===== config.mk =====
export PLATFORM = sky130hd
export DESIGN_NAME = sata_cont_engine_flat
export DESIGN_NICKNAME = d
export VERILOG_FILES = /design/src/rtl/sata_prim_pkg.sv /design/src/rtl/sata_cont_engine_if.sv /design/src/rtl/sata_cont_engine_scrambler.sv /design/src/rtl/sata_cont_engine.sv /design/src/flat_wrapper.sv
export SDC_FILE = /design/constraint.sdc
export NUM_CORES = 1
export LEC_CHECK = 0
export CORE_ASPECT_RATIO = 2
export CORE_MARGIN = 4
export CORE_UTILIZATION = 41
export CTS_CLUSTER_DIAMETER = 150
export DETAILED_ROUTE_END_ITERATION = 7
export SYNTH_ARGS = -nofsm -noshare
export SYNTH_HDL_FRONTEND = slang
export SYNTH_SLANG_ARGS = --single-unit

===== constraint.sdc =====
create_clock -name clk -period 4.7 [get_ports clk]
set_input_delay 1.175 -clock clk [delete_from_list [all_inputs] [get_ports clk]]
set_output_delay 1.175 -clock clk [all_outputs]
set_load 0.02 [all_outputs]

===== src/rtl/sata_prim_pkg.sv =====
`default_nettype none
// ============================================================================
//  Module      : sata_prim_pkg
//  Description : SATA primitive encodings, primitive ids, FSM state types
//                and helpers shared by the CONT engine.
//  Revision    : 1.0 - initial release
// ============================================================================
package sata_prim_pkg;

   localparam logic [31:0] PRIM_ALIGN = 32'h7B4A_4ABC;
   localparam logic [31:0] PRIM_SYNC  = 32'hB5B5_957C;
   localparam logic [31:0] PRIM_CONT  = 32'h9999_AA7C;
   localparam logic [31:0] PRIM_SOF   = 32'h3737_B57C;
   localparam logic [31:0] PRIM_EOF   = 32'hD5D5_B57C;
   localparam logic [31:0] PRIM_X_RDY = 32'h5757_B57C;
   localparam logic [31:0] PRIM_R_RDY = 32'h4A4A_957C;
   localparam logic [31:0] PRIM_R_IP  = 32'h5555_B57C;
   localparam logic [31:0] PRIM_R_OK  = 32'h3535_B57C;
   localparam logic [31:0] PRIM_R_ERR = 32'h5656_B57C;
   localparam logic [31:0] PRIM_HOLD  = 32'hD5D5_AA7C;
   localparam logic [31:0] PRIM_HOLDA = 32'h9595_AA7C;
   localparam logic [31:0] PRIM_WTRM  = 32'h5858_B57C;
   localparam logic [31:0] PRIM_DMAT  = 32'h3636_B57C;

   // Index into the one-hot rx_prim vector; ID_UNKNOWN has no bit.
   typedef enum logic [3:0] {
      ID_ALIGN, ID_SYNC, ID_CONT, ID_SOF, ID_EOF, ID_X_RDY, ID_R_RDY,
      ID_R_IP, ID_R_OK, ID_R_ERR, ID_HOLD, ID_HOLDA, ID_WTRM, ID_DMAT,
      ID_UNKNOWN
   } prim_id_e;

   localparam int PRIM_N = 14;

   typedef enum logic [1:0] {TX_PASS, TX_SEND_CONT, TX_JUNK} tx_state_e;
   typedef enum logic [1:0] {RX_IDLE, RX_TRACK, RX_HELD, RX_CONT} rx_state_e;

   function automatic logic is_continuable(input logic [31:0] w);
      logic c;
      case (w)
         PRIM_SYNC, PRIM_X_RDY, PRIM_R_RDY, PRIM_R_IP, PRIM_R_OK,
         PRIM_R_ERR, PRIM_HOLD, PRIM_HOLDA, PRIM_WTRM: c = 1'b1;
         default:                                       c = 1'b0;
      endcase
      return c;
   endfunction

   function automatic prim_id_e prim_to_id(input logic [31:0] w);
      prim_id_e id;
      case (w)
         PRIM_ALIGN: id = ID_ALIGN;
         PRIM_SYNC:  id = ID_SYNC;
         PRIM_CONT:  id = ID_CONT;
         PRIM_SOF:   id = ID_SOF;
         PRIM_EOF:   id = ID_EOF;
         PRIM_X_RDY: id = ID_X_RDY;
         PRIM_R_RDY: id = ID_R_RDY;
         PRIM_R_IP:  id = ID_R_IP;
         PRIM_R_OK:  id = ID_R_OK;
         PRIM_R_ERR: id = ID_R_ERR;
         PRIM_HOLD:  id = ID_HOLD;
         PRIM_HOLDA: id = ID_HOLDA;
         PRIM_WTRM:  id = ID_WTRM;
         PRIM_DMAT:  id = ID_DMAT;
         default:    id = ID_UNKNOWN;
      endcase
      return id;
   endfunction

   function automatic logic [PRIM_N-1:0] prim_onehot(input prim_id_e id);
      logic [PRIM_N-1:0] v;
      v = '0;
      if (id != ID_UNKNOWN) v[id] = 1'b1;
      return v;
   endfunction

endpackage
`default_nettype wire


===== src/rtl/sata_cont_engine_if.sv =====
`default_nettype none
// ============================================================================
//  Module      : sata_cont_engine_if
//  Description : Link-layer / PHY signal bundle of the CONT engine.
//                master = link layer + PHY side, slave = the engine.
//  Revision    : 1.0 - initial release
// ============================================================================
interface sata_cont_engine_if #(parameter int CNT_W = 16);
   import sata_prim_pkg::*;

   logic              phy_ready;
   logic              tx_cont_en;
   logic [31:0]       ll_tx_din;
   logic              ll_tx_isk;
   logic              ll_tx_last;
   logic [31:0]       tx_dout;
   logic              tx_isk;
   logic [31:0]       rx_din;
   logic [3:0]        rx_isk;
   logic [PRIM_N-1:0] rx_prim;
   logic              rx_align;
   logic              rx_xrdy_xrdy;
   logic              rx_cont_err;
   logic [CNT_W-1:0]  tx_cont_cnt;
   logic [CNT_W-1:0]  rx_cont_cnt;

   modport master (
      output phy_ready, tx_cont_en, ll_tx_din, ll_tx_isk, ll_tx_last, rx_din, rx_isk,
      input  tx_dout, tx_isk, rx_prim, rx_align, rx_xrdy_xrdy, rx_cont_err,
             tx_cont_cnt, rx_cont_cnt
   );

   modport slave (
      input  phy_ready, tx_cont_en, ll_tx_din, ll_tx_isk, ll_tx_last, rx_din, rx_isk,
      output tx_dout, tx_isk, rx_prim, rx_align, rx_xrdy_xrdy, rx_cont_err,
             tx_cont_cnt, rx_cont_cnt
   );
endinterface
`default_nettype wire


===== src/rtl/sata_cont_engine_scrambler.sv =====
`default_nettype none
// ============================================================================
//  Module      : scrambler
//  Description : 32-bit-per-clock LFSR junk generator. Output is the current
//                state; reseed loads SEED, en advances 32 bit-steps.
//  Revision    : 1.0 - initial release
// ============================================================================
module scrambler #(
   parameter bit          PRIM_SCRAMBLER = 1'b1,
   parameter logic [31:0] SEED           = 32'hC2D2_768D
) (
   input  logic        clk,
   input  logic        rst_n,
   input  logic        en,
   input  logic        reseed,
   output logic [31:0] dout
);
   logic [31:0] lfsr_d, lfsr_q, lfsr_next;

   function automatic logic [31:0] advance(input logic [31:0] s, input logic [31:0] taps);
      logic [31:0] r;
      r = s;
      for (int i = 0; i < 32; i++) begin
         r = r[31] ? ({r[30:0], 1'b0} ^ taps) : {r[30:0], 1'b0};
      end
      return r;
   endfunction

   // Primitive-junk and data scramblers use different feedback polynomials.
   generate
      if (PRIM_SCRAMBLER) begin : g_prim
         assign lfsr_next = advance(lfsr_q, 32'h0040_0007);
      end else begin : g_data
         assign lfsr_next = advance(lfsr_q, 32'h04C1_1DB7);
      end
   endgenerate

   // Next-state select: reseed has priority over advance.
   always_comb begin
      lfsr_d = lfsr_q;
      if (reseed)  lfsr_d = SEED;
      else if (en) lfsr_d = lfsr_next;
   end

   // LFSR state register.
   always_ff @(posedge clk or negedge rst_n) begin
      if (!rst_n) lfsr_q <= SEED;
      else        lfsr_q <= lfsr_d;
   end

   assign dout = lfsr_q;
endmodule
`default_nettype wire


===== src/rtl/sata_cont_engine.sv =====
`default_nettype none
// ============================================================================
//  Module      : sata_cont_engine
//  Description : SATA link CONT engine. TX suppresses repeated continuable
//                primitives with CONT + junk; RX resolves CONT-held streams
//                into a one-hot primitive vector. All outputs registered.
//  Revision    : 1.0 - initial release
// ============================================================================
module sata_cont_engine
   import sata_prim_pkg::*;
#(
   parameter int          REPEAT_MIN = 2,
   parameter int          CNT_W      = 16,
   parameter logic [31:0] SCRAM_SEED = 32'hC2D2_768D
) (
   input logic               clk,
   input logic               rst_n,
   sata_cont_engine_if.slave bus
);
   localparam logic [3:0] REP_MAX = 4'(REPEAT_MIN);

   // ---------------- TX ----------------
   tx_state_e        tx_state_d, tx_state_q;
   logic [31:0]      tx_dout_d, tx_dout_q, prev_d, prev_q, scram_dout;
   logic             tx_isk_d, tx_isk_q;
   logic [3:0]       rep_d, rep_q;
   logic [CNT_W-1:0] tx_cnt_d, tx_cnt_q;
   logic             tx_is_align, tx_cont_ok, tx_repeat;

   scrambler #(.PRIM_SCRAMBLER(1'b1), .SEED(SCRAM_SEED)) u_scrambler (
      .clk    (clk),
      .rst_n  (rst_n),
      .en     (tx_state_d == TX_JUNK),
      .reseed (tx_state_d == TX_SEND_CONT),
      .dout   (scram_dout)
   );

   // TX decision: forward, insert CONT, or emit junk for the next output slot.
   always_comb begin
      tx_is_align = bus.ll_tx_isk && (bus.ll_tx_din == PRIM_ALIGN);
      tx_cont_ok  = bus.ll_tx_isk && is_continuable(bus.ll_tx_din);
      tx_repeat   = bus.phy_ready && bus.tx_cont_en && tx_cont_ok &&
                    !bus.ll_tx_last && (bus.ll_tx_din == prev_q);
      tx_state_d  = TX_PASS;
      tx_dout_d   = bus.ll_tx_din;
      tx_isk_d    = bus.ll_tx_isk;
      rep_d       = rep_q;
      prev_d      = prev_q;
      tx_cnt_d    = tx_cnt_q;
      if (!bus.phy_ready) begin
         rep_d  = 4'd0;
         prev_d = '0;
      end else if (tx_is_align) begin
         // ALIGN passes through; the held primitive is kept but must be re-sent.
         rep_d = 4'd0;
      end else if (tx_repeat && tx_state_q != TX_PASS) begin
         tx_state_d = TX_JUNK;
         tx_dout_d  = scram_dout;
         tx_isk_d   = 1'b0;
      end else if (tx_repeat && rep_q == REP_MAX) begin
         tx_state_d = TX_SEND_CONT;
         tx_dout_d  = PRIM_CONT;
         tx_isk_d   = 1'b1;
         if (tx_cnt_q != '1) tx_cnt_d = tx_cnt_q + CNT_W'(1);
      end else if (tx_repeat) begin
         rep_d = rep_q + 4'd1;
      end else if (tx_cont_ok) begin
         rep_d  = 4'd1;
         prev_d = bus.ll_tx_din;
      end else if (!bus.ll_tx_isk) begin
         rep_d  = 4'd1;
         prev_d = '0;
      end else begin
         // SOF/EOF/CONT/DMAT/unknown K: never a repeat candidate.
         rep_d  = 4'd0;
         prev_d = '0;
      end
   end

   // TX FSM and output registers.
   always_ff @(posedge clk or negedge rst_n) begin
      if (!rst_n) begin
         tx_state_q <= TX_PASS;
         tx_dout_q  <= '0;
         tx_isk_q   <= 1'b0;
         rep_q      <= 4'd0;
         prev_q     <= '0;
         tx_cnt_q   <= '0;
      end else begin
         tx_state_q <= tx_state_d;
         tx_dout_q  <= tx_dout_d;
         tx_isk_q   <= tx_isk_d;
         rep_q      <= rep_d;
         prev_q     <= prev_d;
         tx_cnt_q   <= tx_cnt_d;
      end
   end

   // ---------------- RX ----------------
   rx_state_e         rx_state_d, rx_state_q;
   prim_id_e          held_d, held_q, rx_id;
   logic [PRIM_N-1:0] rx_prim_d, rx_prim_q, held_vec, own_vec;
   logic              rx_align_d, rx_align_q, rx_xx_d, rx_xx_q, rx_err_d, rx_err_q;
   logic [CNT_W-1:0]  rx_cnt_d, rx_cnt_q;
   logic              rx_k, held_active;

   // RX decision: track repeats, resolve CONT streams, flag violations.
   always_comb begin
      rx_k        = bus.rx_isk[0];
      // A valid primitive carries K in byte 0 only.
      rx_id       = (bus.rx_isk[3:1] == 3'b000) ? prim_to_id(bus.rx_din) : ID_UNKNOWN;
      own_vec     = prim_onehot(rx_id);
      held_vec    = prim_onehot(held_q);
      held_active = (rx_state_q == RX_HELD) || (rx_state_q == RX_CONT);
      rx_state_d  = rx_state_q;
      held_d      = held_q;
      rx_prim_d   = '0;
      rx_align_d  = 1'b0;
      rx_err_d    = 1'b0;
      rx_cnt_d    = rx_cnt_q;
      rx_xx_d     = rx_k && (bus.rx_din == PRIM_X_RDY) &&
                    bus.ll_tx_isk && (bus.ll_tx_din == PRIM_X_RDY);
      if (!rx_k) begin
         if (held_active) rx_prim_d = held_vec;
         if (rx_state_q != RX_CONT) rx_state_d = RX_IDLE;
      end else if (rx_id == ID_ALIGN) begin
         rx_align_d = 1'b1;
         rx_prim_d  = held_active ? held_vec : own_vec;
      end else if (rx_id == ID_CONT) begin
         if (held_active) begin
            rx_prim_d = held_vec;
            if (rx_state_q == RX_HELD) begin
               rx_state_d = RX_CONT;
               if (rx_cnt_q != '1) rx_cnt_d = rx_cnt_q + CNT_W'(1);
            end
         end else begin
            rx_err_d = 1'b1;
         end
      end else if (rx_id == ID_UNKNOWN) begin
         rx_err_d   = (rx_state_q == RX_CONT);
         rx_state_d = RX_IDLE;
      end else if (is_continuable(bus.rx_din)) begin
         rx_prim_d  = own_vec;
         held_d     = rx_id;
         rx_state_d = (rx_state_q != RX_IDLE && rx_id == held_q) ? RX_HELD : RX_TRACK;
      end else begin
         rx_prim_d  = own_vec;
         rx_state_d = RX_IDLE;
      end
   end

   // RX FSM and output registers.
   always_ff @(posedge clk or negedge rst_n) begin
      if (!rst_n) begin
         rx_state_q <= RX_IDLE;
         held_q     <= ID_SYNC;
         rx_prim_q  <= '0;
         rx_align_q <= 1'b0;
         rx_xx_q    <= 1'b0;
         rx_err_q   <= 1'b0;
         rx_cnt_q   <= '0;
      end else begin
         rx_state_q <= rx_state_d;
         held_q     <= held_d;
         rx_prim_q  <= rx_prim_d;
         rx_align_q <= rx_align_d;
         rx_xx_q    <= rx_xx_d;
         rx_err_q   <= rx_err_d;
         rx_cnt_q   <= rx_cnt_d;
      end
   end

   assign bus.tx_dout      = tx_dout_q;
   assign bus.tx_isk       = tx_isk_q;
   assign bus.tx_cont_cnt  = tx_cnt_q;
   assign bus.rx_prim      = rx_prim_q;
   assign bus.rx_align     = rx_align_q;
   assign bus.rx_xrdy_xrdy = rx_xx_q;
   assign bus.rx_cont_err  = rx_err_q;
   assign bus.rx_cont_cnt  = rx_cnt_q;
endmodule
`default_nettype wire


===== src/flat_wrapper.sv =====
// flat-port wrapper written by rule: the top's interface ports become plain ports
module sata_cont_engine_flat import sata_prim_pkg::*;
#(
   parameter int          REPEAT_MIN = 2,
   parameter int          CNT_W      = 16,
   parameter logic [31:0] SCRAM_SEED = 32'hC2D2_768D
)
  (clk, rst_n, bus_phy_ready, bus_tx_cont_en, bus_ll_tx_din, bus_ll_tx_isk, bus_ll_tx_last, bus_rx_din, bus_rx_isk, bus_tx_dout, bus_tx_isk, bus_rx_prim, bus_rx_align, bus_rx_xrdy_xrdy, bus_rx_cont_err, bus_tx_cont_cnt, bus_rx_cont_cnt);
  sata_cont_engine_if #(.CNT_W(CNT_W)) bus_i ();
  input logic clk;
  input logic rst_n;
  input wire logic [$bits(bus_i.phy_ready)-1:0] bus_phy_ready;
  input wire logic [$bits(bus_i.tx_cont_en)-1:0] bus_tx_cont_en;
  input wire logic [$bits(bus_i.ll_tx_din)-1:0] bus_ll_tx_din;
  input wire logic [$bits(bus_i.ll_tx_isk)-1:0] bus_ll_tx_isk;
  input wire logic [$bits(bus_i.ll_tx_last)-1:0] bus_ll_tx_last;
  input wire logic [$bits(bus_i.rx_din)-1:0] bus_rx_din;
  input wire logic [$bits(bus_i.rx_isk)-1:0] bus_rx_isk;
  output wire logic [$bits(bus_i.tx_dout)-1:0] bus_tx_dout;
  output wire logic [$bits(bus_i.tx_isk)-1:0] bus_tx_isk;
  output wire logic [$bits(bus_i.rx_prim)-1:0] bus_rx_prim;
  output wire logic [$bits(bus_i.rx_align)-1:0] bus_rx_align;
  output wire logic [$bits(bus_i.rx_xrdy_xrdy)-1:0] bus_rx_xrdy_xrdy;
  output wire logic [$bits(bus_i.rx_cont_err)-1:0] bus_rx_cont_err;
  output wire logic [$bits(bus_i.tx_cont_cnt)-1:0] bus_tx_cont_cnt;
  output wire logic [$bits(bus_i.rx_cont_cnt)-1:0] bus_rx_cont_cnt;
  assign bus_i.phy_ready = bus_phy_ready;
  assign bus_i.tx_cont_en = bus_tx_cont_en;
  assign bus_i.ll_tx_din = bus_ll_tx_din;
  assign bus_i.ll_tx_isk = bus_ll_tx_isk;
  assign bus_i.ll_tx_last = bus_ll_tx_last;
  assign bus_i.rx_din = bus_rx_din;
  assign bus_i.rx_isk = bus_rx_isk;
  assign bus_tx_dout = bus_i.tx_dout;
  assign bus_tx_isk = bus_i.tx_isk;
  assign bus_rx_prim = bus_i.rx_prim;
  assign bus_rx_align = bus_i.rx_align;
  assign bus_rx_xrdy_xrdy = bus_i.rx_xrdy_xrdy;
  assign bus_rx_cont_err = bus_i.rx_cont_err;
  assign bus_tx_cont_cnt = bus_i.tx_cont_cnt;
  assign bus_rx_cont_cnt = bus_i.rx_cont_cnt;
  sata_cont_engine #(.REPEAT_MIN(REPEAT_MIN), .CNT_W(CNT_W), .SCRAM_SEED(SCRAM_SEED)) u_core (.clk(clk), .rst_n(rst_n), .bus(bus_i));
endmodule

# Word-level counts from Yosys, hierarchy flattened
# Cells that the tools add are included.
[word_totals]
reg_bits = 158
latchBits = 0
mem_bits_rw = 0
romBits = 0
out_inout_bits = 82
memories = 0
[classes]
add_sub_neg = 3
multipliers = 0
div_mod_pow = 0
order_cmp = 4
n_eq_ne = 47
n_shift = 0
n_mux = 95
n_bitwise = 37
n_reduce_logical = 30
[op_table]
columns = ["cell", "n"]
rows = [
  ["23-bit 2-to-1 mux", 32],
  ["32-bit by 31-bit equality test with 1-bit output (second input constant)", 12],
  ["32-bit 2-to-1 mux", 12],
  ["32-bit equality test (second input constant)", 8],
  ["32-bit by 30-bit equality test with 1-bit output (second input constant)", 4],
  ["4-bit inverter", 32],
  ["14-bit 2-to-1 mux", 8],
  ["4-bit case mux with 14 select lines", 1],
  ["16-bit by 1-bit adder with 16-bit output (second input constant)", 2],
  ["32-bit equality test", 1],
  ["16-bit != test (second input constant)", 2],
  ["4-bit 2-to-1 mux", 7],
  ["2-bit 2-to-1 mux", 12],
  ["1-bit 2-to-1 mux", 21],
  ["9-bit OR reduction", 2],
  ["1-bit logical AND", 14],
  ["2-bit != test (second input constant)", 6],
  ["3-bit by 2-bit != test with 1-bit output (second input constant)", 4],
  ["4-bit by 5-bit < comparator with 1-bit output (second input constant)", 2],
  ["5-bit AND reduction", 2],
  ["1-bit demux with 4-bit select", 2],
  ["4-bit by 2-bit equality test with 1-bit output (second input constant)", 2],
  ["4-bit by 1-bit greater-or-equal comparator with 1-bit output (second input constant)", 2],
  ["4-bit != test (second input constant)", 2],
  ["other kinds (14)", 24],
]

# Depth between registers and ports, before layout
# Gate-level depths: netlist of run 1.
[logic_depth]
ltp_word = 66
depth_mapped = 16
mapped_depth_nobuf = 12

# By module
# A second synthesis of run 1 with hierarchy kept.
[unflattened]
cells_unflattened = 878
area_unflattened_um2 = 9257.6
[modules_own_cells]
columns = ["module", "n_inst", "cells_each", "area_per_inst_um2", "seq_area_each_um2"]
rows = [
  ["sata_cont_engine", 1, 664, 6895.4, 3154.3],
  ["scrambler", 1, 214, 2362.3, 820.8],
]

# Least setup slack after synthesis of run 1
# Ideal clock, no wire load.
[synth_path]
path_kind = "input to register"
startpoint = "in bus_ll_tx_din[25]"
endpoint = "reg u_core.u_scrambler.lfsr_q[22], in the netlist u_core.u_scrambler.dout[22]"
setup_time_ps = 95
arrival_ps = 4366
setup_slack_ps = 239
path_stages = 15
n_path_buf = 5
path_cell_list = "clkbuf_1 -> and4bb_1 -> nand2_1 -> o41ai_1 -> a21oi_1 -> o31ai_4 -> nand4_1 -> inv_1 -> buf_2 -> buf_1 -> ha_1 -> clkbuf_1 -> nor2_1 -> clkbuf_1 -> a31oi_1"
[synth_between]
elab_chain_len = 14
[synth_rtl]
columns = ["element", "line", "source"]
rows = [
  ["start, declared", "flat_wrapper.sv:14", "input wire logic [$bits(bus_i.ll_tx_din)-1:0] bus_ll_tx_din;"],
  ["32-bit equality test (tied with other cells)", "sata_prim_pkg.sv:39", "case (w)"],
  ["9-bit OR reduction", "sata_prim_pkg.sv:39", ""],
  ["1-bit 2-to-1 mux", "sata_prim_pkg.sv:39", ""],
  ["1-bit logical AND", "sata_cont_engine.sv:41", "tx_cont_ok = bus.ll_tx_isk && is_continuable(bus.ll_tx_din);"],
  ["1-bit logical AND (2 in a row)", "sata_cont_engine.sv:42", "tx_repeat = bus.phy_ready && bus.tx_cont_en && tx_cont_ok &&"],
  ["1-bit logical AND", "sata_cont_engine.sv:43", "!bus.ll_tx_last && (bus.ll_tx_din == prev_q);"],
  ["1-bit logical AND", "sata_cont_engine.sv:60", "end else if (tx_repeat && rep_q == REP_MAX) begin"],
  ["1-bit 2-to-1 mux", "sata_cont_engine.sv:60", ""],
  ["2-bit 2-to-1 mux", "sata_cont_engine.sv:56", "end else if (tx_repeat && tx_state_q != TX_PASS) begin"],
  ["2-bit 2-to-1 mux (*)", "sata_cont_engine.sv:53", "end else if (tx_is_align) begin"],
  ["2-bit 2-to-1 mux (*)", "sata_cont_engine.sv:50", "if (!bus.phy_ready) begin"],
  ["named net u_core.tx_state_d[0]", "sata_cont_engine.sv:23", "tx_state_e tx_state_d, tx_state_q;"],
  ["2-bit by 1-bit equality test with 1-bit output or 2-bit equality test (tied branches)", "sata_cont_engine.sv:34, sata_cont_engine.sv:33", ""],
  ["32-bit 2-to-1 mux or 2-bit nonzero test (tied branches)", "--", ""],
  ["end signal, assigned", "sata_cont_engine_scrambler.sv:48", "else lfsr_q <= lfsr_d;"],
  ["end, declared", "sata_cont_engine_scrambler.sv:18", "logic [31:0] lfsr_d, lfsr_q, lfsr_next;"],
]
# The timed path passes the listed nets; every way through them passes the cells marked *.
# A chain may end at the register's enable or synchronous reset.

# Worst setup path in the final report of run 1
[layout_path]
startpoint = "in bus_ll_tx_din[1]"
endpoint = "reg u_core.u_scrambler.lfsr_q[28], in the netlist u_core.u_scrambler.dout[28]"
[layout_between]
elab_chain_len = 14
[layout_rtl]
columns = ["element", "line"]
rows = [
  ["32-bit equality test (tied with other cells)", "sata_prim_pkg.sv:39"],
  ["9-bit OR reduction", "sata_prim_pkg.sv:39"],
  ["1-bit 2-to-1 mux", "sata_prim_pkg.sv:39"],
  ["1-bit logical AND", "sata_cont_engine.sv:41"],
  ["1-bit logical AND (2 in a row)", "sata_cont_engine.sv:42"],
  ["1-bit logical AND", "sata_cont_engine.sv:43"],
  ["1-bit logical AND", "sata_cont_engine.sv:60"],
  ["1-bit 2-to-1 mux", "sata_cont_engine.sv:60"],
  ["2-bit 2-to-1 mux", "sata_cont_engine.sv:56"],
  ["2-bit 2-to-1 mux (*)", "sata_cont_engine.sv:53"],
  ["2-bit 2-to-1 mux (*)", "sata_cont_engine.sv:50"],
  ["2-bit by 1-bit equality test with 1-bit output or 2-bit equality test (tied branches)", "sata_cont_engine.sv:34, sata_cont_engine.sv:33"],
  ["32-bit 2-to-1 mux or 2-bit nonzero test (tied branches)", "--"],
]
# Mark *: on every way between the ends. The rest lies on a longest branch, timed or not.

==> results of run 1 <==
[metrics by stage]
step           setup WS [ns]  cell area [um^2]  hold slack, ns  std cells
2_1_floorplan          0.239              9190           0.469        936
5_1_grt                0.251             11800           0.512       1398
3_3_place_gp           0.122             11200           0.474       1367
4_1_cts                0.524             11800           0.495       1398
3_5_place_dp          0.0614             11200           0.484       1367
6_report               0.518             11800           0.490       1398
[power breakdown]
group          total [uW]  internal [uW]  switching [uW]
Clock                1450            864             584
Combinational         412            190             223
Sequential           1420           1390            30.6
Total                3280           2440             837
[placed cells by master, fill, tap and decap left out, types with 25 or more instances in the layout]
| cell | count |
|---|---|
| nor3_1 | 33 |
| nor2_1 | 93 |
| xor2_1 | 49 |
| clkdlybuf4s50_1 | 154 |
| nand2_1 | 78 |
| nand3_1 | 30 |
| mux2i_1 | 25 |
| buf_4 | 47 |
| nand4_1 | 29 |
| a22o_1 | 28 |
| xnor2_1 | 95 |
| dfrtp_1 | 141 |
[kinds of logic after synthesis]
kind of cell / Yosys count / share of synthesized area, %
AND/OR/NAND/NOR: 392 / 24.0
flip-flops: 158 / 43.3
XOR/XNOR: 144 / 13.7
AO/OA/AOI/OAI: 141 / 11.3
buffers and inverters: 64 / 3.45
multiplexers: 31 / 3.46
adder cells (fa/ha/maj): 6 / 0.817
[cell type report]
type / instances / share of cell area [%]
clock buffers: 19 / 3.83
clock inverters: 12 / 1.35
inverters: 15 / 0.518
multi-input cells: 714 / 41.4
flip-flops and latches: 158 / 33.6
well taps: 276 / 2.92
repair buffers: 204 / 16.4
[state kept, by name, indices dropped and copies added (netlist names), 2 cells and up]
signal / flops
u_core.rep_q: 4
u_core.prev_q: 32
u_core.bus.rx_cont_cnt: 16
u_core.tx_state_q: 2
u_core.bus.tx_dout: 32
u_core.u_scrambler.dout: 32
u_core.bus.tx_cont_cnt: 16
u_core.bus.rx_prim: 14
u_core.held_q: 4
u_core.rx_state_q: 2
[routing by layer]
layer	wire, um	global-route usage (%)	vias up
met2	16500	46.2	267
li1	-	-	3672
met4	2090	17.2	0
met1	9400	22.8	3854
met5	0	0	-
met3	1280	3.57	99
[path summary, 6_finish.rpt]
path	end	startpoint	slack, ns
worst max-delay path	u_core.u_scrambler.dout[28]$_DFFE_PN0P_	bus_ll_tx_din[1]	0.52
worst min-delay path	u_core.bus.tx_cont_cnt[3]$_DFFE_PN0P_	u_core.bus.tx_cont_cnt[3]$_DFFE_PN0P_	0.49
worst max register to register	u_core.u_scrambler.dout[28]$_DFFE_PN0P_	u_core.prev_q[10]$_DFFE_PN0P_	1.42
worst min register to register	u_core.bus.tx_cont_cnt[3]$_DFFE_PN0P_	u_core.bus.tx_cont_cnt[3]$_DFFE_PN0P_	0.49
max in group asynchronous	u_core.u_scrambler.dout[25]$_DFFE_PN1P_	rst_n	3.17
min in group asynchronous	u_core.bus.tx_cont_cnt[10]$_DFFE_PN0P_	rst_n	0.70
==> results.md, run 1 <==
- Status: finished, final reports clean
- Synth cell count leaders: dfrtp_1, xnor2_1, nor2_1
- CTS max path bufs: 2
- Avg Vias per Cell: between 5 and 6
- Reg2Reg Depth: 11
- Final Cycle Share: 89.0%
- Tightest Pin Transition: roughly 0.75 ns
- Vias: 7,892
- RSZ-0062 raised after global routing: false
- Core area: 22,100 um^2
- Chip height: 220 um
- CP bufs+invs: 2
- Post-route ant nets: 0
- ANT cells: 0
- Final setup fails: 0
- Filler cell count: 1,992
- Largest net degree at the start of global routing: 68
- Asr flop ratio synth: between 90% and 100%
- Row count: 77
- Routed WL per cell: 20.9 um
- Instance count on the critical path: 12
- Clock latency on the worst-skew pair: between 0.4 and 0.5 ns
- Initial antenna violation count: 0
- Count leader, synth: dfrtp_1
- CP max stage delay: roughly 0.54 ns
- Max FO, Critical Path: 30
- Yosys warnings: 0
- Unique masters post-synth: 85
- 1st-iter DRT viols: 382
- Final core occ: 53.7%
- CP Launch Type: primary input
- Congestion Overflow GR: 0
- TritonRoute pass-1 iters: 5
- Number of synthesized flops with an enable pin: 0
- Cell family with most CP delay: simple AND/OR/NAND/NOR gates
- Area growth, synth to finish: 28.9%
- Synthesized area: 9190 um^2
- First-pass GRT wire length: 45,500 um
- Crit end category: flop
- Worst path slowest cell: or4_1
- Setup Fix Bufs, Post-CTS: 0
- Die Width: around 110 um
- PnR Total Power: 3280 uW
- Worst Hold Depth: 1
- Type of the worst setup path: primary input to flop
- Die area: 25,000 um^2
- Synth top area cells: dfrtp_1, xnor2_1, dfstp_2
- GRT Total Usage: between 20 and 25%
- Rel. slew slack: 50.0%
- Clock-pin slew on the worst setup and hold paths: 0.07 ns
- Crit path time final: between 4 and 5 ns
- Setup TNS: 0 ns
- Max_cap viols: 0
- Main synth FF type: dfrtp_1
- Share of the synthesized area in the top cell type: 38.4%
- Area of the multi-input gates: 4900 um^2
- Final hold violations: 0
- Port Buf Inserts: around 160
- Syn_area_per_cell: 9.81 um^2
- Layout Nets: 1,190
- TritonCTS buffer count: 17
- Worst Path Arrival: 4.54 ns
- Required @ worst endpoint: 5.06 ns
- Seq/Total Area, Yosys: a little over two fifths
- Fmax achieved: about 240 MHz
- Clk sink count: 158
- Leakage: 0.00484 uW
- Starting density of the core: 41.6%
- Number of global-route vias before repair: 8,171
- Skew final: between 0.009 and 0.01 ns
- Cell count after synthesis: approximately 940
- Number of I/O pins: roughly 160
- P per Cell Area: 277 nW/um^2
- Post-cts sizing count: 0
- Post-synth top area cell: dfrtp_1
- Placer Congestion: roughly 1
- Pins Over Slew Limit: 0
- Routed wire length: ~30,000 um
- CTS tree: done
- Peak supply drop: 0.349 mV
- Seq. cell area: 3980 um^2
- H-tree lvl count: 4
- Syn_nets: 1,016
- Hold-fix buffers, CTS: 0
- Register bit total from synthesis: ~160
- Critical Path, Cell by Cell: clkdlybuf4s50_1 -> xnor2_1 -> nand4_1 -> or4_1 -> nor4_1 -> nand3_2 -> or2_1 -> ha_1 -> buf_12 -> nor3_1 -> a21oi_1 -> o21ai_0
- DP Wirelength: 23,100 um
- Fraction of layout cells with a size suffix above 1: about an eighth
- Root Driver: clkbuf_16
- # DRC: 0
- Worst Hold Class: flop to flop
No activity file was read; power rests on OpenSTA's default activity.
==> run 2, diff against run 1 <==
CORE_UTILIZATION = 54   (was 41)
PLACE_DENSITY = 0.81   (was default)
==> run 2 against run 1 <==
Global-route usage is 5.7 points higher. Sequential share of layout area rose by 0.45 points. Clock power decreased by 11%. Count of clock-buffer cells in the layout is 4 higher. Sequential cell count stayed put. Core utilization is 16 points higher. Total power shrank 4.8%. Largest power group is now sequential cells. Non-clock buffer count shrank 2. Via count rose by 2.0%.
==> results.md, run 2 (synthesis gave the netlist of run 1 again) <==
- GRT Total Usage: 29.9% (+5.7 points)
- Port Buf Inserts: 155 (unchanged)
- Routed wire length: 28,300 um (-3.2%)
- FF-to-FF End: u_core.u_scrambler.dout[16]$_DFFE_PN0P_
- P per Cell Area: 267 nW/um^2 (-3.5%)
- Clk sink count: 158 (unchanged)
- CP bufs+invs: 3 (+1)
- RSZ-0062 raised after global routing: false
- Starting density of the core: 54.8% (+13 points)
- Clock-pin slew on the worst setup and hold paths: 0.06 ns (about the same)
- Clock power share: 41.4% (-2.8 points)
- Core area: 16,800 um^2 (-24%)
- H-tree lvl count: 4 (unchanged)
- Worst path slowest cell: clkdlybuf4s50_1
- TritonRoute pass-1 iters: 5 (unchanged)
- R2R Path Start: u_core.prev_q[1]$_DFFE_PN0P_
- Row count: 67 (-13%)
- Worst setup margin: 0.269 ns (-0.249 ns)
- Flop pwr share: 45.4% (+2.2 points)
- Post-route ant nets: 0 (unchanged)
- Post-cts sizing count: 0 (unchanged)
- Worst Hold Class: flop to flop
- Fraction of layout cells with a size suffix above 1: 12.1% (-0.52 points)
- 1st-iter DRT viols: 327 (-14%)
- Cell family with most CP delay: simple AND/OR/NAND/NOR gates
- First-pass GRT wire length: 43,800 um (-3.7%)
- Peak supply drop: 0.186 mV (-47%)
- Int Pwr: 2320 uW (-4.9%)
- Max_cap viols: 0 (unchanged)
- Commonest non-fill, non-tap cell in the layout: clkdlybuf4s50_1
- Final hold violations: 0 (unchanged)
- Tightest Pin Transition: 0.970 ns (+0.221 ns)
- Crit end category: flop
- Area growth, synth to finish: 27.2%
- DP Wirelength: 21,500 um (-7.0%)
- TritonCTS buffer count: 17 (unchanged)
- Placer Congestion: 0.952 (-6.0%)
- ANT cells: 0 (unchanged)
- Most frequent cells in the layout: clkdlybuf4s50_1, dfrtp_1, xnor2_1
- Die area: 19,300 um^2 (-23%)
- Switch share: 25.7% (+0.13 points)
- CTS max path bufs: 2 (unchanged)
- Setup TNS: 0 ns (unchanged)
- CP max stage delay: 0.71 ns (+0.17 ns)
- Number of I/O pins: 156 (unchanged)
- Number of global-route vias before repair: 8,265 (+1.2%)
- Final core occ: 69.7% (+16 points)
- Routed WL per cell: 21.3 um (+1.9%)
- Worst R2R Setup Slack: 1.33 ns (-0.09 ns)
- Worst slack, placed: 0.00510 ns (-0.0563 ns)
- Chip height: 192 um (-12%)
- Die Width: 100 um (-12%)
- Type of the worst setup path: primary input to flop
- Max FO, Critical Path: 39 (+30%)
- Setup Fix Bufs, Post-CTS: 0 (unchanged)
- Root Driver: clkbuf_16
- Reg2Reg Depth: 12 (+1)
- Skew final: 0.00888 ns (-0.000388 ns)
- # DRC: 0 (unchanged)
- Clock latency on the worst-skew pair: 0.43 ns (-0.02 ns)
- Vias: 8,050 (+2.0%)
- Congestion Overflow GR: 0 (unchanged)
- Rel. slew slack: 35.3% (-15 points)
- Final Cycle Share: 94.3% (+5.3 points)
- Logic pwr share: 13.1% (+0.5 points)
- Pins Over Slew Limit: 0 (unchanged)
- Avg Vias per Cell: 6.06 (+7.4%)
- Status: finished, final reports clean
- Largest net degree at the start of global routing: 105 (+54%)
- Hold Crit Endpoint: u_core.bus.tx_cont_cnt[11]$_DFFE_PN0P_
- Crit path time final: 4.43 ns (+0.249 ns)
- Hold-fix buffers, CTS: 0 (unchanged)
- Required @ worst endpoint: 5.04 ns (-0.02 ns)
- Critical Path, Cell by Cell: clkdlybuf4s50_1 -> xnor2_1 -> nand4_1 -> or4_1 -> nor4_1 -> buf_4 -> nand3_2 -> or2_1 -> ha_1 -> buf_12 -> nor3_1 -> a21oi_1 -> o21ai_0
- CP Launch Type: primary input
- CTS tree: done
- Fmax achieved: 226 MHz (-5.6%)
- Worst Hold Depth: 1 (unchanged)
- Leakage: 0.00479 uW (-1.0%)
- Switching pwr: 802 uW (-4.3%)
- Worst Path Arrival: 4.77 ns (+0.23 ns)
- Final setup fails: 0 (unchanged)
- Layout Nets: 1,188 (-0.17%)
- Hold wc startpoint: u_core.bus.tx_cont_cnt[11]$_DFFE_PN0P_
- Initial antenna violation count: 0 (unchanged)
## run 2: cell count changes in the layout (fill, tap and decap cells not counted), moves of 2 or more
cell / delta
buf_4: -3
bufinv_16: -2
clkbuf_1: +5
clkinvlp_4: +2
inv_6: -2
## run 2: final cells by class
| class | instances | area [um^2] |
|---|---|---|
| Clock inverter | 9 | 88.8 |
| Fill cell | 1308 | 5080 |
| Tap cell | 207 | 259 |
| Inverter | 15 | 61.3 |
| Sequential cell | 158 | 3980 |
| Timing Repair Buffer | 202 | 1940 |
| Multi-Input combinational cell | 714 | 4900 |
| Clock buffer | 23 | 458 |
## run 2: worst max-delay path by stage
stage | startpoint | endpoint | slack, ns | cells past startpoint
2_1_floorplan | bus_ll_tx_din[25] | u_core.u_scrambler.dout[22]$_DFFE_PN1P_ | 0.24 | 15
3_3_place_gp | bus_ll_tx_din[16] | u_core.u_scrambler.dout[18]$_DFFE_PN0P_ | 0.12 | 13
3_5_place_dp | bus_ll_tx_din[16] | u_core.u_scrambler.dout[29]$_DFFE_PN0P_ | 0.005 | 13
4_1_cts | bus_ll_tx_din[16] | u_core.u_scrambler.dout[16]$_DFFE_PN0P_ | 0.32 | 13
5_1_grt | bus_ll_tx_din[16] | u_core.u_scrambler.dout[1]$_DFFE_PN0P_ | 0.14 | 13
6_report | bus_ll_tx_din[16] | u_core.u_scrambler.dout[16]$_DFFE_PN0P_ | 0.27 | 13
## run 2: power by group through the flow
| stage | Sequential, uW | Combinational [uW] | Clock (uW) |
|---|---|---|---|
| 2_1_floorplan | 1440 | 202 | 0 |
| 3_3_place_gp | 1440 | 397 | 0 |
| 5_1_grt | 1420 | 444 | 1370 |
| 3_5_place_dp | 1440 | 404 | 0 |
| 4_1_cts | 1420 | 410 | 1310 |
| 6_report | 1420 | 410 | 1290 |
## run 2: worst register-to-register path, delay by kind of cell, from the launching register on
kind            cells  cell delay (ns)
fa+ha+maj           1             0.39
compound gates      2             0.25
xor+xnor            1             0.18
simple gates        6             1.69
flops               1             0.38
buf+inv             2             0.40
## run 2: per-stage QoR
stage / power [uW] / area [um^2] / instances / hold WS, ns
6_report: 3120 / 11700 / 1328 / 0.494
5_1_grt: 3230 / 11700 / 1328 / 0.510
4_1_cts: 3140 / 11700 / 1328 / 0.497
3_5_place_dp: 1840 / 11100 / 1296 / 0.481
3_3_place_gp: 1840 / 11100 / 1296 / 0.477
2_1_floorplan: 1640 / 9190 / 936 / 0.469
## run 2: metal layers
layer / GRT usage, % / vias to the layer above / wire [um]
li1: - / 3681 / -
met1: 29.2 / 3907 / 9250
met2: 54.8 / 357 / 15600
met3: 4.16 / 105 / 1340
met4: 23.2 / 0 / 2180
met5: 0 / - / 0
==> run 3, diff against run 2 <==
--- a/config.mk
+++ b/config.mk
@@ -13,2 +13,3 @@
 export PLACE_DENSITY = 0.81
+export SETUP_SLACK_MARGIN = 0.5
 export SYNTH_ARGS = -nofsm -noshare
--- a/constraint.sdc
+++ b/constraint.sdc
@@ -3,2 +3,2 @@
 set_output_delay 1.175 -clock clk [all_outputs]
-set_load 0.02 [all_outputs]
+set_load 0.01 [all_outputs]
==> run 3 against run 2 <==
Non-clock buffer count did not move. Register-to-register slack improved by 0.26 ns. Largest power group unchanged. Wire length grew 3.7%. Cell count about the same. Critical endpoint is now u_core.u_scrambler.dout[1]$_DFFE_PN0P_. Sequential power is essentially flat. Design area up 0.36%. Critical path type unchanged. Total power grew 1.0%. Clock skew hardly changed. Via count up 0.36%. Global-route usage increased by 1.2 points.
==> results.md, run 3 (synthesis gave the netlist of run 1 again) <==
- Switch share: 24.9% (-0.81 points)
- Initial antenna violation count: 0 (unchanged)
- FF-to-FF End: u_core.u_scrambler.dout[1]$_DFFE_PN0P_
- DP Wirelength: 22,500 um (+4.7%)
- Clock power share: 42.4% (+1.0 points)
- Clock-pin slew on the worst setup and hold paths: 0.07 ns (about the same)
- Most frequent cells in the layout: clkdlybuf4s50_1, dfrtp_1, xnor2_1
- GRT Total Usage: 31.1% (+1.2 points)
- Pins Over Slew Limit: 0 (unchanged)
- Fmax achieved: 244 MHz (+8.2%)
- Reg2Reg Depth: 11 (-1)
- Skew final: 0.00888 ns (+0.00000619 ns)
- # DRC: 0 (unchanged)
- Type of the worst setup path: primary input to flop
- TritonCTS buffer count: 17 (unchanged)
- Max FO, Critical Path: 21 (-46%)
- Commonest non-fill, non-tap cell in the layout: clkdlybuf4s50_1
- Routed WL per cell: 22.1 um (+3.7%)
- Die area: 19,300 um^2 (unchanged)
- Chip height: 192 um (unchanged)
- CTS tree: done
- Post-route ant nets: 0 (unchanged)
- Final hold violations: 0 (unchanged)
- Area growth, synth to finish: 27.6%
- Largest net degree at the start of global routing: 98 (-6.7%)
- Flop pwr share: 44.9% (-0.5 points)
- Routed wire length: 29,400 um (+3.7%)
- Clock latency on the worst-skew pair: 0.43 ns (about the same)
- Critical Path Sink: u_core.u_scrambler.dout[1]$_DFFE_PN0P_
- CTS max path bufs: 2 (unchanged)
- Row count: 67 (unchanged)
- Required @ worst endpoint: 5.00 ns (-0.04 ns)
- Layout Nets: 1,188 (unchanged)
- GR peak layer: met2
- RSZ-0062 raised after global routing: true
- Worst Hold Class: flop to flop
- Logic pwr share: 12.7% (-0.4 points)
- Die Width: 100 um (unchanged)
- R2R Path Start: u_core.prev_q[1]$_DFFE_PN0P_
- Number of global-route vias before repair: 8,244 (-0.25%)
- Core area: 16,800 um^2 (unchanged)
- Avg Vias per Cell: 6.09 (+0.44%)
- Leakage: 0.00481 uW (+0.35%)
- Switching pwr: 785 uW (-2.1%)
- Port Buf Inserts: 155 (unchanged)
- First-pass GRT wire length: 45,200 um (+3.2%)
- H-tree lvl count: 4 (unchanged)
- Non-Filler Instances: 1,327 (-0.075%)
- GR Util met3: 5.21% (+1.0 points)
- Crit path time final: 4.09 ns (-0.337 ns)
- ANT cells: 0 (unchanged)
- 1st-iter DRT viols: 500 (+53%)
- Starting density of the core: 54.8% (unchanged)
- Tightest Pin Transition: 0.914 ns (-0.0562 ns)
- TritonRoute pass-1 iters: 5 (unchanged)
- Vias: 8,079 (+0.36%)
- Congestion Overflow GR: 0 (unchanged)
- M1 GR Usage: 29.8% (+0.63 points)
- Met2 Use GR: 58.1% (+3.2 points)
- Inst Count DP: 1,294 (-0.15%)
- Final setup fails: 0 (unchanged)
- Crit. Startpoint: bus_ll_tx_din[3]
- Fraction of layout cells with a size suffix above 1: 12.9% (+0.73 points)
- Worst Path Arrival: 4.39 ns (-0.38 ns)
- P per Cell Area: 269 nW/um^2 (+0.67%)
- Clk sink count: 158 (unchanged)
- Placer Congestion: 1.05 (+9.9%)
- Status: finished, final reports clean
- Worst R2R Setup Slack: 1.59 ns (+0.26 ns)
- Setup TNS: 0 ns (unchanged)
- Int Pwr: 2370 uW (+2.1%)
- Max_cap viols: 0 (unchanged)
- Final Cycle Share: 87.1% (-7.2 points)
- Root Driver: clkbuf_16
- Rel. slew slack: 39.0% (+3.7 points)
- Number of I/O pins: 156 (unchanged)
- Peak supply drop: 0.207 mV (+11%)
- Crit end category: flop
- CP Launch Type: primary input
run 3: cell count changes in the layout (fill, tap and decap cells not counted), sizes merged:
cell | before | now
bufinv | 1 | 2
inv | 14 | 16
clkinv | 6 | 4
clkbuf | 23 | 21
run 3: power by group through the flow:
stage	clock network, uW	registers, uW	logic, uW
6_report	1340	1420	401
5_1_grt	1420	1420	435
4_1_cts	1350	1410	399
3_5_place_dp	0	1440	394
3_3_place_gp	0	1440	390
2_1_floorplan	0	1430	202
run 3: metrics by stage:
step / cell area [um^2] / hold WS (ns) / total power (uW) / utilization [%] / setup WS, ns
floorplan: 9190 / 0.469 / 1630 / - / 0.526
global placement: 11100 / 0.475 / 1830 / 66.3 / 0.159
detailed placement: 11100 / 0.483 / 1830 / 66.3 / 0.126
CTS: 11700 / 0.496 / 3170 / 69.6 / 0.560
global route: 11700 / 0.508 / 3270 / 69.9 / 0.496
finish: 11700 / 0.492 / 3150 / 69.9 / 0.606
run 3: worst min path at each step:
| stage | from | end | slack, ns | cells past startpoint |
|---|---|---|---|---|
| floorplan | u_core.prev_q[3]$_DFFE_PN0P_ | u_core.prev_q[3]$_DFFE_PN0P_ | 0.47 | 1 |
| global placement | u_core.bus.tx_cont_cnt[11]$_DFFE_PN0P_ | u_core.bus.tx_cont_cnt[11]$_DFFE_PN0P_ | 0.47 | 1 |
| detailed placement | u_core.bus.tx_cont_cnt[11]$_DFFE_PN0P_ | u_core.bus.tx_cont_cnt[11]$_DFFE_PN0P_ | 0.48 | 1 |
| CTS | u_core.bus.rx_cont_cnt[7]$_DFFE_PN0P_ | u_core.bus.rx_cont_cnt[7]$_DFFE_PN0P_ | 0.50 | 1 |
| global route | u_core.bus.tx_cont_cnt[12]$_DFFE_PN0P_ | u_core.bus.tx_cont_cnt[12]$_DFFE_PN0P_ | 0.51 | 1 |
| finish | u_core.bus.rx_cont_cnt[7]$_DFFE_PN0P_ | u_core.bus.rx_cont_cnt[7]$_DFFE_PN0P_ | 0.49 | 1 |
run 3: cell type report:
| cell class | instances | area (um^2) |
|---|---|---|
| clock buffer | 21 | 450 |
| fill | 1282 | 5040 |
| timing repair buffer | 202 | 1940 |
| clock inverter | 10 | 115 |
| multi-input combinational | 714 | 4930 |
| tap | 207 | 259 |
| inverter | 15 | 61.3 |
| sequential | 158 | 3980 |
run 3: worst max-delay path, stage by stage:
cell,delay [ns]
clkdlybuf4s50_1,0.50
nand4_1,0.10
or3_1,0.41
or4_4,0.57
o31ai_4,0.29
nand3_2,0.10
or2_1,0.28
ha_2,0.43
buf_6,0.21
nor3_1,0.07
a21oi_1,0.13
o21ai_0,0.10
run 3: timing repair:
action	CTS	global route
setup endpoints to repair	0	37
buffers inserted	0	2
hold buffers	0	0
resized for setup	0	9
run 3: layer usage:
layer	routed length, um	part of all wire, %
met3	1580	5.4
met1	9350	32
met5	0	0
met2	16200	55
met4	2230	7.6
